`src/rtl/spi_prefetch_fifo.sv`:
```
// Prefetch FIFO between the SPI flash read controller and the pixel decoder.
// DEPTH-entry ring buffer with optional empty-bypass, back-pressure, flush and sticky error flags.
module spi_prefetch_fifo #(
    parameter int DATA_WIDTH_BYTES = 4,
    parameter int DEPTH            = 4,
    parameter int PAUSE_MARGIN     = 1,
    parameter int BYPASS           = 1
) (
    input  logic                             clk,
    input  logic                             rst,
    input  logic                             start_read,
    input  logic [DATA_WIDTH_BYTES*8-1:0]    data_in,
    input  logic                             data_valid,
    input  logic                             rd_en,
    output logic [DATA_WIDTH_BYTES*8-1:0]    data_out,
    output logic                             data_ready,
    output logic                             empty,
    output logic                             full,
    output logic [$clog2(DEPTH+1)-1:0]       level,
    output logic                             spi_pause,
    output logic                             overflow,
    output logic                             underflow
);

    localparam int   W        = DATA_WIDTH_BYTES * 8;
    localparam int   LW       = $clog2(DEPTH + 1);
    localparam int   PW       = $clog2(DEPTH);
    localparam int   PAUSE_AT = DEPTH - PAUSE_MARGIN;
    localparam logic BYP      = (BYPASS != 0);

    logic [W-1:0]  mem_q [DEPTH];
    logic [PW-1:0] wr_ptr_q, wr_ptr_d;
    logic [PW-1:0] rd_ptr_q, rd_ptr_d;
    logic [LW-1:0] level_q, level_d;
    logic          overflow_q, overflow_d;
    logic          underflow_q, underflow_d;

    logic ready_raw;
    logic bypass;
    logic pop;
    logic push;
    logic drop;

    assign empty     = (level_q == '0);
    assign full      = (level_q == LW'(DEPTH));
    assign level     = level_q;
    assign overflow  = overflow_q;
    assign underflow = underflow_q;
    assign spi_pause = (int'(level_q) >= PAUSE_AT);

    assign ready_raw  = !empty || (BYP && data_valid);
    assign data_ready = ready_raw && !start_read;
    assign data_out   = (empty && BYP) ? data_in : mem_q[rd_ptr_q];

    // Push/pop qualification; flush gating is applied in the next-state logic.
    assign bypass = empty && BYP && data_valid && rd_en;
    assign pop    = rd_en && !empty;
    assign push   = data_valid && !bypass && (!full || pop);
    assign drop   = data_valid && full && !pop;

    always_comb begin
        wr_ptr_d    = wr_ptr_q;
        rd_ptr_d    = rd_ptr_q;
        level_d     = level_q;
        overflow_d  = overflow_q;
        underflow_d = underflow_q;

        if (start_read) begin
            wr_ptr_d    = '0;
            rd_ptr_d    = '0;
            level_d     = '0;
            overflow_d  = 1'b0;
            underflow_d = 1'b0;
        end else begin
            if (push) begin
                wr_ptr_d = (wr_ptr_q == PW'(DEPTH - 1)) ? '0 : wr_ptr_q + PW'(1);
            end
            if (pop) begin
                rd_ptr_d = (rd_ptr_q == PW'(DEPTH - 1)) ? '0 : rd_ptr_q + PW'(1);
            end
            case ({push, pop})
                2'b10:   level_d = level_q + LW'(1);
                2'b01:   level_d = level_q - LW'(1);
                default: level_d = level_q;
            endcase
            if (drop) begin
                overflow_d = 1'b1;
            end
            if (rd_en && !ready_raw) begin
                underflow_d = 1'b1;
            end
        end
    end

    always_ff @(posedge clk or posedge rst) begin
        if (rst) begin
            wr_ptr_q    <= '0;
            rd_ptr_q    <= '0;
            level_q     <= '0;
            overflow_q  <= 1'b0;
            underflow_q <= 1'b0;
        end else begin
            wr_ptr_q    <= wr_ptr_d;
            rd_ptr_q    <= rd_ptr_d;
            level_q     <= level_d;
            overflow_q  <= overflow_d;
            underflow_q <= underflow_d;
        end
    end

    // Storage is deliberately left unreset; only the pointers define validity.
    always_ff @(posedge clk) begin
        if (push && !start_read) begin
            mem_q[wr_ptr_q] <= data_in;
        end
    end

endmodule

```
`config.mk`:
```
export PLATFORM = sky130hd
export DESIGN_NAME = spi_prefetch_fifo
export DESIGN_NICKNAME = d
export VERILOG_FILES = /design/src/rtl/spi_prefetch_fifo.sv
export SDC_FILE = /design/constraint.sdc
export NUM_CORES = 1
export LEC_CHECK = 0
export ABC_AREA = 0
export CAP_MARGIN = 20
export CORE_MARGIN = 1.5
export CORE_UTILIZATION = 45
export DETAILED_ROUTE_END_ITERATION = 8
export DONT_BUFFER_PORTS = 1
export GPL_ROUTABILITY_DRIVEN = 0
export GPL_TIMING_DRIVEN = 0
export PLACE_DENSITY = 0.68
export RECOVER_POWER = 100
export SLEW_MARGIN = 20
export SYNTH_ARGS = -nofsm -noshare
export SYNTH_HDL_FRONTEND = slang
export SYNTH_SLANG_ARGS = --single-unit
```
`constraint.sdc`:
```
create_clock -name clk -period 3.9 [get_ports clk]
set_clock_uncertainty 0.05 [all_clocks]
set_input_delay 0.78 -clock clk [delete_from_list [all_inputs] [get_ports clk]]
set_output_delay 0.78 -clock clk [all_outputs]
set_load 0.03 [all_outputs]
```
# Word level (Yosys, flattened, before mapping)
# Memories as Yosys holds them, arrays and structs flattened.
# Index checks and enable logic that the tools add are counted.
# word_totals
ff_bits,9
ram_bits,128
inputBits,37
wordCells,55
mem_count,1
# mem_list
memory,words,word_bits,read_ports,rd_clocked_by_memory_dff,wr,line_no,rtl
mem_q,4,32,1,0,1,31,logic [W-1:0] mem_q [DEPTH];
# classes
add_sub_neg,4
n_lt_le_gt_ge,1
n_eq_ne,5
n_mux,15
reduce_logical,24
# op_table
op,n
32-bit two-way mux,1
2-bit two-way mux,6
1-bit logical AND,10
2-bit nonzero test,4
"2-bit == test, second input constant",3
1-bit zero test,6
1-bit two-way mux,6
3-bit case mux with 2 select lines,1
"2-bit by 1-bit adder with 2-bit output, second input constant",2
"3-bit by 1-bit adder with 3-bit output, second input constant",1
"3-bit == test, second input constant",1
"3-bit by 2-bit greater-or-equal comparator with 1-bit output, second input constant",1
3-bit zero test,1
3-bit two-way mux,1
3-bit nonzero test,1
"3-bit by 1-bit subtractor with 3-bit output, second input constant",1
"2-bit by 1-bit == test with 1-bit output, second input constant",1
1-bit logical OR,2

# Logic depth before layout (Yosys ltp)
# Gate-level depths: netlist (run 1).
# depth
word_depth,9
ltp_mapped,8
mapped_depth_nobuf,6

# Worst setup path before layout (run 1)
# No wires, ideal clock.
# synth_path
path_type,input port to flip-flop
startpoint,input rd_en
endpoint,"memory mem_q[1][0] (netlist bit), enable pin"
t_arrival_ns,3.758
required_ns,3.382
setup_slack_ns,-0.376
cell_stages,4
cell_sequence,buf_2 xnor2_1 o31ai_1 nor3b_1
# synth_between
elab_chain_len,7
elab_cells_between_ends,9
# synth_rtl
item,line_no,rtl
from (decl),14,"input logic rd_en,"
1-bit logical AND,56,assign bypass = empty && BYP && data_valid && rd_en;
1-bit zero test,58,assign push = data_valid && !bypass && (!full || pop);
1-bit logical AND,58,
1-bit logical AND (*),58,
1-bit logical AND (*),113,if (push && !start_read) begin
1-bit two-way mux (*),113,
1-bit two-way mux (not written as such) (*),114,mem_q[wr_ptr_q] <= data_in;
to (decl),31,
# Every way passes the cells marked *; elsewhere a longest branch is shown, timed or not.

# Worst setup path after layout (run 1)
# layout_path
startpoint,"register level_q[0], in the netlist level[0]"
endpoint,output data_out[8]
# layout_between
elab_chain_len,2
# layout_rtl
item,line_no,rtl
from (decl),34,"logic [LW-1:0] level_q, level_d;"
from (signal assigned),105,level_q <= level_d;
3-bit zero test,44,assign empty = (level_q == '0);
32-bit two-way mux,53,assign data_out = (empty && BYP) ? data_in : mem_q[rd_ptr_q];
to (decl),15,"output logic [DATA_WIDTH_BYTES*8-1:0] data_out,"
# No other way between the ends.

==> results of run 1 <==
## how the worst max path moves through the flow
stage / from / end / slack (ns)
global route: level[0] / data_out[15] / 0.25
detailed placement: rd_en / mem_q[0][20] / 0.94
floorplan: rd_en / mem_q[1][0] / -0.38
finish: level[0] / data_out[8] / 0.45
CTS: level[0] / data_out[29] / 0.58
global placement: rd_en / mem_q[1][17] / -2.46
## placed cells by master, fill, tap and decap left out, types with 2 or more instances in the layout
cell type / n
buf_2: 4
o31ai_1: 2
nor2b_1: 2
nor2_1: 6
edfxtp_1: 128
buf_6: 6
a21oi_1: 5
clkbuf_16: 17
clkinv_2: 2
clkbuf_2: 2
mux2i_1: 2
mux4_2: 31
inv_1: 7
nand2b_1: 3
dfrtp_1: 9
mux2_2: 21
clkinv_1: 2
clkbuf_1: 29
mux2_1: 12
ha_1: 5
nor3b_1: 4
## report_power, final
| part | internal [mW] | switching [mW] | total [mW] |
|---|---|---|---|
| Clock | 0.865 | 0.527 | 1.39 |
| Sequential | 1.66 | 0.0235 | 1.68 |
| Combinational | 0.192 | 0.334 | 0.526 |
| Total | 2.72 | 0.884 | 3.60 |
## cells by family (layout without fill, tap and decap cells)
logic type               count (synthesis)  in the layout  share of synthesized area [%]
flip-flops                             137            137                           71.6
adder cells (fa/ha/maj)                  6              6                           1.45
buffers and inverters                   23             71                           2.55
XOR/XNOR                                 2              2                          0.308
AND/OR/NAND/NOR                         24             24                           2.69
AO/OA/AOI/OAI                           15             15                           1.78
multiplexers                            67             67                           19.6
## registers in the layout, indices dropped and copies added, names as in the netlist
signal,count
mem_q,128
wr_ptr_q,2
rd_ptr_q,2
level,3
underflow,1
overflow,1
## metal layers
layer	vias up	GRT usage, %
met5	-	0
met1	1394	20.3
met3	13	7.12
met2	75	28.0
li1	1192	-
met4	0	5.43
## cell type report
cell class	count	area, µm²	share of cell area, %
sequential	137	4070	63.0
multi-input combinational	114	1470	22.8
clock buffer	26	459	7.11
tap	168	210	3.25
buffer	16	105	1.63
timing repair buffer	17	71.3	1.10
clock inverter	5	47.5	0.736
inverter	7	26.3	0.407
## through the flow
stage	area (µm²)	hold slack, ns
after CTS	6570	0.170
after floorplan	5680	0.504
after detailed placement	6060	0.548
after global routing	6460	0.190
after global placement	5890	0.531
final	6460	0.178
## critical path: cells and delay by family (launching register included)
family / cells / cell delay [ns]
buf+inv: 2 / 0.67
flops: 1 / 0.49
mux: 1 / 0.47
simple gates: 1 / 0.56
==> impl_results.md, run 1 <==
* Synth async-reset ratio at 6.57%
* Met1 WL at 4340 µm
* Fill cells at 974
* Min Tclk post-route at 3.45 ns
* NumNets Final at 353
* First drt pass iteration count at 4
* Dpl hpwl at 7320 µm
* Routed wire length at 10,500 µm
* Die H at 115 µm
* Cells after Synth at 274
* Drt via density at 5.46
* Cts bufs inserted at 17
* Library cells used by synthesis at 38
* Placed Instances at 459
* EDFF count, synth at 128
* Port bufs at 0
* Die span in x at 115 µm
* Top Ports at 78
* Clock Latency Late Sink at 0.41 ns
* Largest net degree at the start of global routing at 17
* Number of H-tree levels at 4
* Top-count cell post-synth: edfxtp_1
* Clk sinks at 137
* Highest clock rate at 290 MHz
* Setup ws final at 0.451 ns
* Global-route wire length before repair at 15,800 µm
* Reg2Reg Depth at 5
* WP data arrival at 2.62 ns
* CP cell instances: clkbuf_1 -> nor3_4 -> clkbuf_2 -> mux2_2
* Final-report hold violation count at 0
* RSZ-0062 raised after global routing: no
* Fin. max-slew vios at 0
* Startpoint types: register
* Bufs on Longest Clock Path at 2
* Total of max-cap violations at 0
* Seq/Total Area, Yosys at 71.6%
* Worst Hold Class: input pin to async pin
* Yosys top cell by area: edfxtp_1
* Gr usage total at 17.0%
* Synth area leaders: edfxtp_1 (68%), mux4_2 (12%), mux2_2 (6.5%), dfrtp_1 (4.0%), buf_6 (1.4%)
* WL met2 at 5410 µm
* Core Util, Final at 53.1%
* Initial cell density of the core at 46.7%
* Reg2reg end: mem_q[1][20]
* R2R Setup Slk at 0.49 ns
* YS warnings at 0
* Synth Area per Inst at 20.7 µm²
* Power Total at 3.60 mW
* Post-CTS setup buffer count at 0
* 1st-iter DRT viols at 136
* Vias in the first global route at 2,853
* CP Class: register to output port
* DR WL met3 at 594 µm
* CTS tree: yes
* Slowest CP cell: nor3_4
* Post-route ant nets at 0
* Maximum vdd drop at 0.416 mV
* Synthesis-stage register bit count at 137
* Worst-Margin Slew at 1.04 ns
* # setup viols final at 0
* Post-Place Setup Slack at 0.940 ns
* Top sig layer: met4
* Initial antenna violation count at 0
* Worst EP required at 3.07 ns
* Status: finished clean
* # DRC at 0
* Final period util at 88.4%
* Layout cell share with drive strength beyond 1 at 26.7%
* Clock Pin Slew Worst Setup and Hold Paths at 0.05 ns
* Area grow syn2layout at 13.6%
* Top cell type's share of synthesized area at 67.6%
* Worst setup EP type: output port
* Drt wl/cell at 21.3 µm
* Cts hold-fix bufs at 0
* Largest stage delay, worst path at 0.56 ns
* Slew margin rel. at 30.6%
* GRT Residual Overflow at 0
* Row Count at 40
* Die area at 0.0133 mm²
* Cell Pwr Density at 558 mW/mm²
* Worst reg2reg path startpoint: level[0]
* Setup TNS at 0 ns
* Final cell count without fillers at 490
* Cell Area, Synth at 0.00568 mm²
* Synth Net Count at 317
* Synth Flop Type: edfxtp_1
* Post-CTS Resized at 0
* Leak at 2.08 nW
* Detailed-route via count at 2,674
* Antenna cells at 0
* Worst-path fanout max at 10
* CTS root buf: clkbuf_16
* Core Footprint at 0.0122 mm²
* Commonest cells in the netlist: edfxtp_1 (128), mux2_2 (33), mux4_2 (31)
Power figures use the tool's default switching activity.
==> run 2, diff against run 1 <==
--- a/config.mk
+++ b/config.mk
@@ -7,8 +7,9 @@
 export LEC_CHECK = 0
 export ABC_AREA = 0
 export CAP_MARGIN = 20
-export CORE_MARGIN = 1.5
+export CORE_MARGIN = 3
 export CORE_UTILIZATION = 45
+export CTS_CLUSTER_SIZE = 14
 export DETAILED_ROUTE_END_ITERATION = 8
 export DONT_BUFFER_PORTS = 1
 export GPL_ROUTABILITY_DRIVEN = 0
==> impl_results.md, run 2 (synthesis gave the netlist of run 1 again) <==
* Core Footprint at 0.0122 mm² (unchanged)
* Largest register FFs at 128 (unchanged)
* Die area at 0.0140 mm² (was 0.0133 mm²)
* Sw power at 0.925 mW (was 0.884 mW)
* Antenna cells at 0 (unchanged)
* CTS tree: yes (unchanged)
* Gr usage total at 15.4% (was 17.0%)
* Comb power frac at 13.1% (was 14.6%)
* Post-CTS Resized at 0 (unchanged)
* Drt via density at 5.48 (was 5.46)
* Largest net degree at the start of global routing at 17 (unchanged)
* NumNets Final at 352 (was 353)
* Maximum vdd drop at 0.356 mV (was 0.416 mV)
* Clock Pin Slew Worst Setup and Hold Paths at 0.05 ns (about the same)
* Sequential share of power at 42.5% (was 46.8%)
* Most frequent cells in the layout: edfxtp_1 (128), mux4_2 (31), mux2_2 (19) (was edfxtp_1 (128), mux4_2 (31), clkbuf_1 (29))
* Status: finished clean (unchanged)
* Fraction of power spent switching nets at 23.3% (was 24.6%)
* Setup ws final at 0.420 ns (was 0.451 ns)
* Cts hold-fix bufs at 0 (unchanged)
* WP data arrival at 2.65 ns (was 2.62 ns)
* # DRC at 0 (unchanged)
* Post-Place Setup Slack at 0.822 ns (was 0.940 ns)
* Clock Latency Late Sink at 0.41 ns (about the same)
* Min Tclk post-route at 3.48 ns (was 3.45 ns)
* Commonest non-fill, non-tap cell in the layout: edfxtp_1 (unchanged)
* Detailed-route via count at 2,685 (was 2,674)
* Top Ports at 78 (unchanged)
* Fin. max-slew vios at 0 (unchanged)
* Startpoint types: register (unchanged)
* Setup TNS at 0 ns (unchanged)
* Clk sinks at 137 (unchanged)
* Post-CTS setup buffer count at 0 (unchanged)
* CP Class: register to output port (unchanged)
* DP Area at 0.00605 mm² (was 0.00606 mm²)
* Slew margin rel. at 21.8% (was 30.6%)
* Initial antenna violation count at 0 (unchanged)
* Bufs on Longest Clock Path at 2 (unchanged)
* Final Instance Area at 0.00661 mm² (was 0.00646 mm²)
* Leak at 2.15 nW (was 2.08 nW)
* Port bufs at 0 (unchanged)
* Die span in x at 118 µm (was 115 µm)
* Biggest register: mem_q (unchanged)
* CTS root buf: clkbuf_16 (unchanged)
* Post-route ant nets at 0 (unchanged)
* Final-report hold violation count at 0 (unchanged)
* Cell Pwr Density at 599 mW/mm² (was 558 mW/mm²)
* Vias in the first global route at 2,887 (was 2,853)
* Area grow syn2layout at 16.3% (was 13.6%)
* Global-route wire length before repair at 16,100 µm (was 15,800 µm)
* RSZ-0062 raised after global routing: no (unchanged)
* Initial cell density of the core at 46.7% (unchanged)
* Worst EP required at 3.07 ns (about the same)
* Clock Power Share at 44.4% (was 38.6%)
* Total of max-cap violations at 0 (unchanged)
* Core Util, Final at 54.3% (was 53.1%)
* Final period util at 89.2% (was 88.4%)
* Fill cells at 970 (was 974)
* Worst setup EP type: output port (unchanged)
* Die H at 118 µm (was 115 µm)
* # setup viols final at 0 (unchanged)
* GRT Residual Overflow at 0 (unchanged)
* Cts bufs inserted at 17 (unchanged)
* Worst-Margin Slew at 1.17 ns (was 1.04 ns)
* Layout cell share with drive strength beyond 1 at 28.9% (was 26.7%)
* Dpl hpwl at 6890 µm (was 7320 µm)
* P_int at 3.04 mW (was 2.72 mW)
* First drt pass iteration count at 4 (unchanged)
* 1st-iter DRT viols at 187 (was 136)
* Drt wl/cell at 20.6 µm (was 21.3 µm)
* Worst Hold Class: input pin to async pin (unchanged)
* Worst-path fanout max at 10 (unchanged)
* Number of H-tree levels at 4 (unchanged)
* Row Count at 40 (unchanged)
* Highest clock rate at 287 MHz (was 290 MHz)
* Routed wire length at 10,100 µm (was 10,500 µm)
[run 2: metal layers]
metal	vias up	track usage, %	share of wire [%]
li1	1190	-	-
met1	1397	18.9	43
met3	11	6.46	6.0
met5	-	0	0
met4	0	6.52	1.2
met2	87	24.2	50
[run 2: cell type report]
type / instances / area, µm² / share of cell area [%]
timing repair buffer: 16 / 75.1 / 1.14
buffer: 16 / 104 / 1.57
inverter: 7 / 26.3 / 0.398
clock buffer: 17 / 425 / 6.44
sequential: 137 / 4070 / 61.6
tap: 168 / 210 / 3.18
multi-input combinational: 114 / 1470 / 22.2
clock inverter: 15 / 229 / 3.46
[run 2: worst paths after layout]
kind	startpoint	endpoint	slack (ns)	cells past startpoint
max in group asynchronous	rst	rd_ptr_q[0]	3.36	1
hold reg to reg	wr_ptr_q[1]	wr_ptr_q[1]	0.56	2
setup reg to reg	level[1]	mem_q[2][20]	0.49	6
hold / removal	rst	level[0]	0.17	1
min in group clk	start_read	level[1]	0.39	1
setup / recovery	level[1]	data_out[24]	0.42	4
[run 2: power groups by stage]
| stage | logic [mW] | registers (mW) | clock network (mW) |
|---|---|---|---|
| 6_report | 0.519 | 1.68 | 1.76 |
| 3_5_place_dp | 0.555 | 1.71 | 0 |
| 3_3_place_gp | 0.539 | 1.72 | 0 |
| 5_1_grt | 0.556 | 1.69 | 1.86 |
| 2_1_floorplan | 0.466 | 1.71 | 0 |
| 4_1_cts | 0.558 | 1.68 | 1.80 |
[run 2: worst max-delay path, cell delays in order, from the launching register on]
cell and delay [ns]:
dfrtp_1 0.50, clkbuf_1 0.28, nor3_4 0.57, clkbuf_2 0.39, mux2_1 0.50
[run 2: stage by stage]
step                instances  hold WS [ns]  power [mW]
floorplan                 274         0.504        2.18
global placement          442         0.529        2.25
detailed placement        458         0.550        2.27
CTS                       490         0.169        4.04
global route              490         0.175        4.10
finish                    490         0.174        3.96
==> run 3, diff against run 2 <==
--- a/config.mk
+++ b/config.mk
@@ -7,14 +7,16 @@
 export LEC_CHECK = 0
 export ABC_AREA = 0
 export CAP_MARGIN = 20
-export CORE_MARGIN = 3
+export CELL_PAD_IN_SITES_DETAIL_PLACEMENT = 1
+export CELL_PAD_IN_SITES_GLOBAL_PLACEMENT = 1
+export CORE_MARGIN = 10
 export CORE_UTILIZATION = 45
 export CTS_CLUSTER_SIZE = 14
 export DETAILED_ROUTE_END_ITERATION = 8
 export DONT_BUFFER_PORTS = 1
 export GPL_ROUTABILITY_DRIVEN = 0
 export GPL_TIMING_DRIVEN = 0
-export PLACE_DENSITY = 0.68
+export PLACE_DENSITY = 0.76
 export RECOVER_POWER = 100
 export SLEW_MARGIN = 20
 export SYNTH_ARGS = -nofsm -noshare
==> impl_results.md, run 3 (synthesis gave the netlist of run 1 again) <==
* Drt via density at 5.59 (was 5.48)
* Layout cell share with drive strength beyond 1 at 24.8% (was 28.9%)
* Worst EP required at 3.07 ns (about the same)
* Initial cell density of the core at 46.5% (was 46.7%)
* Area grow syn2layout at 16.8% (was 16.3%)
* WP data arrival at 2.53 ns (was 2.65 ns)
* GRT Residual Overflow at 0 (unchanged)
* Global-route wire length before repair at 18,400 µm (was 16,100 µm)
* Vias in the first global route at 3,053 (was 2,887)
* Port bufs at 0 (unchanged)
* Final cell count without fillers at 490 (unchanged)
* Cts hold-fix bufs at 0 (unchanged)
* DP Area at 0.00606 mm² (was 0.00605 mm²)
* Largest net degree at the start of global routing at 17 (unchanged)
* Die span in x at 132 µm (was 118 µm)
* Bufs on Longest Clock Path at 2 (unchanged)
* Final-report hold violation count at 0 (unchanged)
* Clock Pin Slew Worst Setup and Hold Paths at 0.06 ns (was 0.05 ns)
* Post-route ant nets at 0 (unchanged)
* Highest clock rate at 298 MHz (was 287 MHz)
* Slew margin rel. at 10.6% (was 21.8%)
* Maximum vdd drop at 0.345 mV (was 0.356 mV)
* Routed wire length at 11,800 µm (was 10,100 µm)
* Die area at 0.0175 mm² (was 0.0140 mm²)
* Fin. max-slew vios at 0 (unchanged)
* Die H at 132 µm (was 118 µm)
* Min Tclk post-route at 3.36 ns (was 3.48 ns)
* CP Class: register to output port (unchanged)
* NumNets Final at 352 (unchanged)
* Worst-path fanout max at 10 (unchanged)
* Core Footprint at 0.0122 mm² (about the same)
* Worst reg2reg path startpoint: level[1] (unchanged)
* RSZ-0062 raised after global routing: no (unchanged)
* Biggest register: mem_q (unchanged)
* Worst-Margin Slew at 1.34 ns (was 1.17 ns)
* Detailed-route via count at 2,740 (was 2,685)
* Number of H-tree levels at 4 (unchanged)
* CTS tree: yes (unchanged)
* Largest register FFs at 128 (unchanged)
* Cell Pwr Density at 599 mW/mm² (about the same)
* Worst setup EP type: output port (unchanged)
* Fill cells at 1,102 (was 970)
* Status: finished clean (unchanged)
* Post-CTS Resized at 0 (unchanged)
* Dpl hpwl at 8130 µm (was 6890 µm)
* # DRC at 0 (unchanged)
* Most frequent cells in the layout: edfxtp_1 (128), mux4_2 (31), mux2_1 (30) (was edfxtp_1 (128), mux4_2 (31), mux2_2 (19))
* Worst Hold Class: input pin to async pin (unchanged)
* Post-Place Setup Slack at 0.889 ns (was 0.822 ns)
* Post-CTS setup buffer count at 0 (unchanged)
* Row Count at 40 (unchanged)
* Commonest non-fill, non-tap cell in the layout: edfxtp_1 (unchanged)
* Startpoint types: register (unchanged)
* Antenna cells at 0 (unchanged)
* Total of max-cap violations at 0 (unchanged)
* 1st-iter DRT viols at 107 (was 187)
* Gr usage total at 14.0% (was 15.4%)
* Reg2Reg Depth at 5 (was 6)
* Final Instance Area at 0.00664 mm² (was 0.00661 mm²)
* Top Ports at 78 (unchanged)
* Placed Instances at 458 (unchanged)
* Setup ws final at 0.541 ns (was 0.420 ns)
* First drt pass iteration count at 4 (unchanged)
* Crit path from: level[0] (was level[1])
* R2R Setup Slk at 0.63 ns (was 0.49 ns)
* Clock Latency Late Sink at 0.41 ns (about the same)
* # setup viols final at 0 (unchanged)
* Clk sinks at 137 (unchanged)
* Initial antenna violation count at 0 (unchanged)
* CTS root buf: clkbuf_16 (unchanged)
* Drt wl/cell at 24.0 µm (was 20.6 µm)
* Reg2reg end: mem_q[2][17] (was mem_q[2][20])
* Leak at 2.17 nW (was 2.15 nW)
* Cts bufs inserted at 17 (unchanged)
* Final period util at 86.1% (was 89.2%)
## run 3: power breakdown
part | switching [mW] | leakage (nW) | internal [mW]
registers | 0.0244 | 1.28 | 1.66
clock network | 0.579 | 0.317 | 1.19
logic | 0.342 | 0.576 | 0.185
## run 3: per-layer routing
metal / GRT usage [%] / part of all wire [%] / up-vias
met5: 0 / 0 / -
met4: 5.56 / 1.4 / 0
met1: 17.0 / 42 / 1456
met3: 5.34 / 5.8 / 12
met2: 22.2 / 50 / 76
li1: - / - / 1196
## run 3: metrics by stage
| step | power, mW | setup TNS (ns) | hold WS [ns] | util (%) |
|---|---|---|---|---|
| after CTS | 4.06 | 0 | 0.191 | 55.0 |
| after global placement | 2.26 | -326.38 | 0.535 | 48.3 |
| after floorplan | 2.18 | -47.59 | 0.504 | - |
| after global routing | 4.13 | 0 | 0.194 | 54.4 |
| final | 3.98 | 0 | 0.196 | 54.4 |
| after detailed placement | 2.28 | 0 | 0.555 | 49.7 |
## run 3: worst max-delay path by stage
stage,endpoint,cells past startpoint,slack [ns]
after CTS,data_out[29],4,0.58
after global routing,mem_q[2][17],5,0.37
after global placement,mem_q[3][20],4,-2.62
final,data_out[29],4,0.54
after floorplan,mem_q[1][0],4,-0.38
after detailed placement,mem_q[2][17],6,0.89
## run 3: area by class of cell
| cell class | instances | area [µm²] | area share, % |
|---|---|---|---|
| flip-flops and latches | 137 | 4070 | 61.3 |
| inverters | 7 | 26.3 | 0.396 |
| plain buffers | 16 | 116 | 1.75 |
| multi-input cells | 114 | 1470 | 22.1 |
| clock buffers | 17 | 425 | 6.41 |
| clock inverters | 15 | 230 | 3.47 |
| well taps | 168 | 210 | 3.17 |
| repair buffers | 16 | 93.8 | 1.41 |
## run 3: worst max-delay path, stage by stage (launching register included)
cell and delay, ns:
dfrtp_1 0.49, clkbuf_1 0.26, nor3_4 0.61, buf_6 0.28, mux2_1 0.48
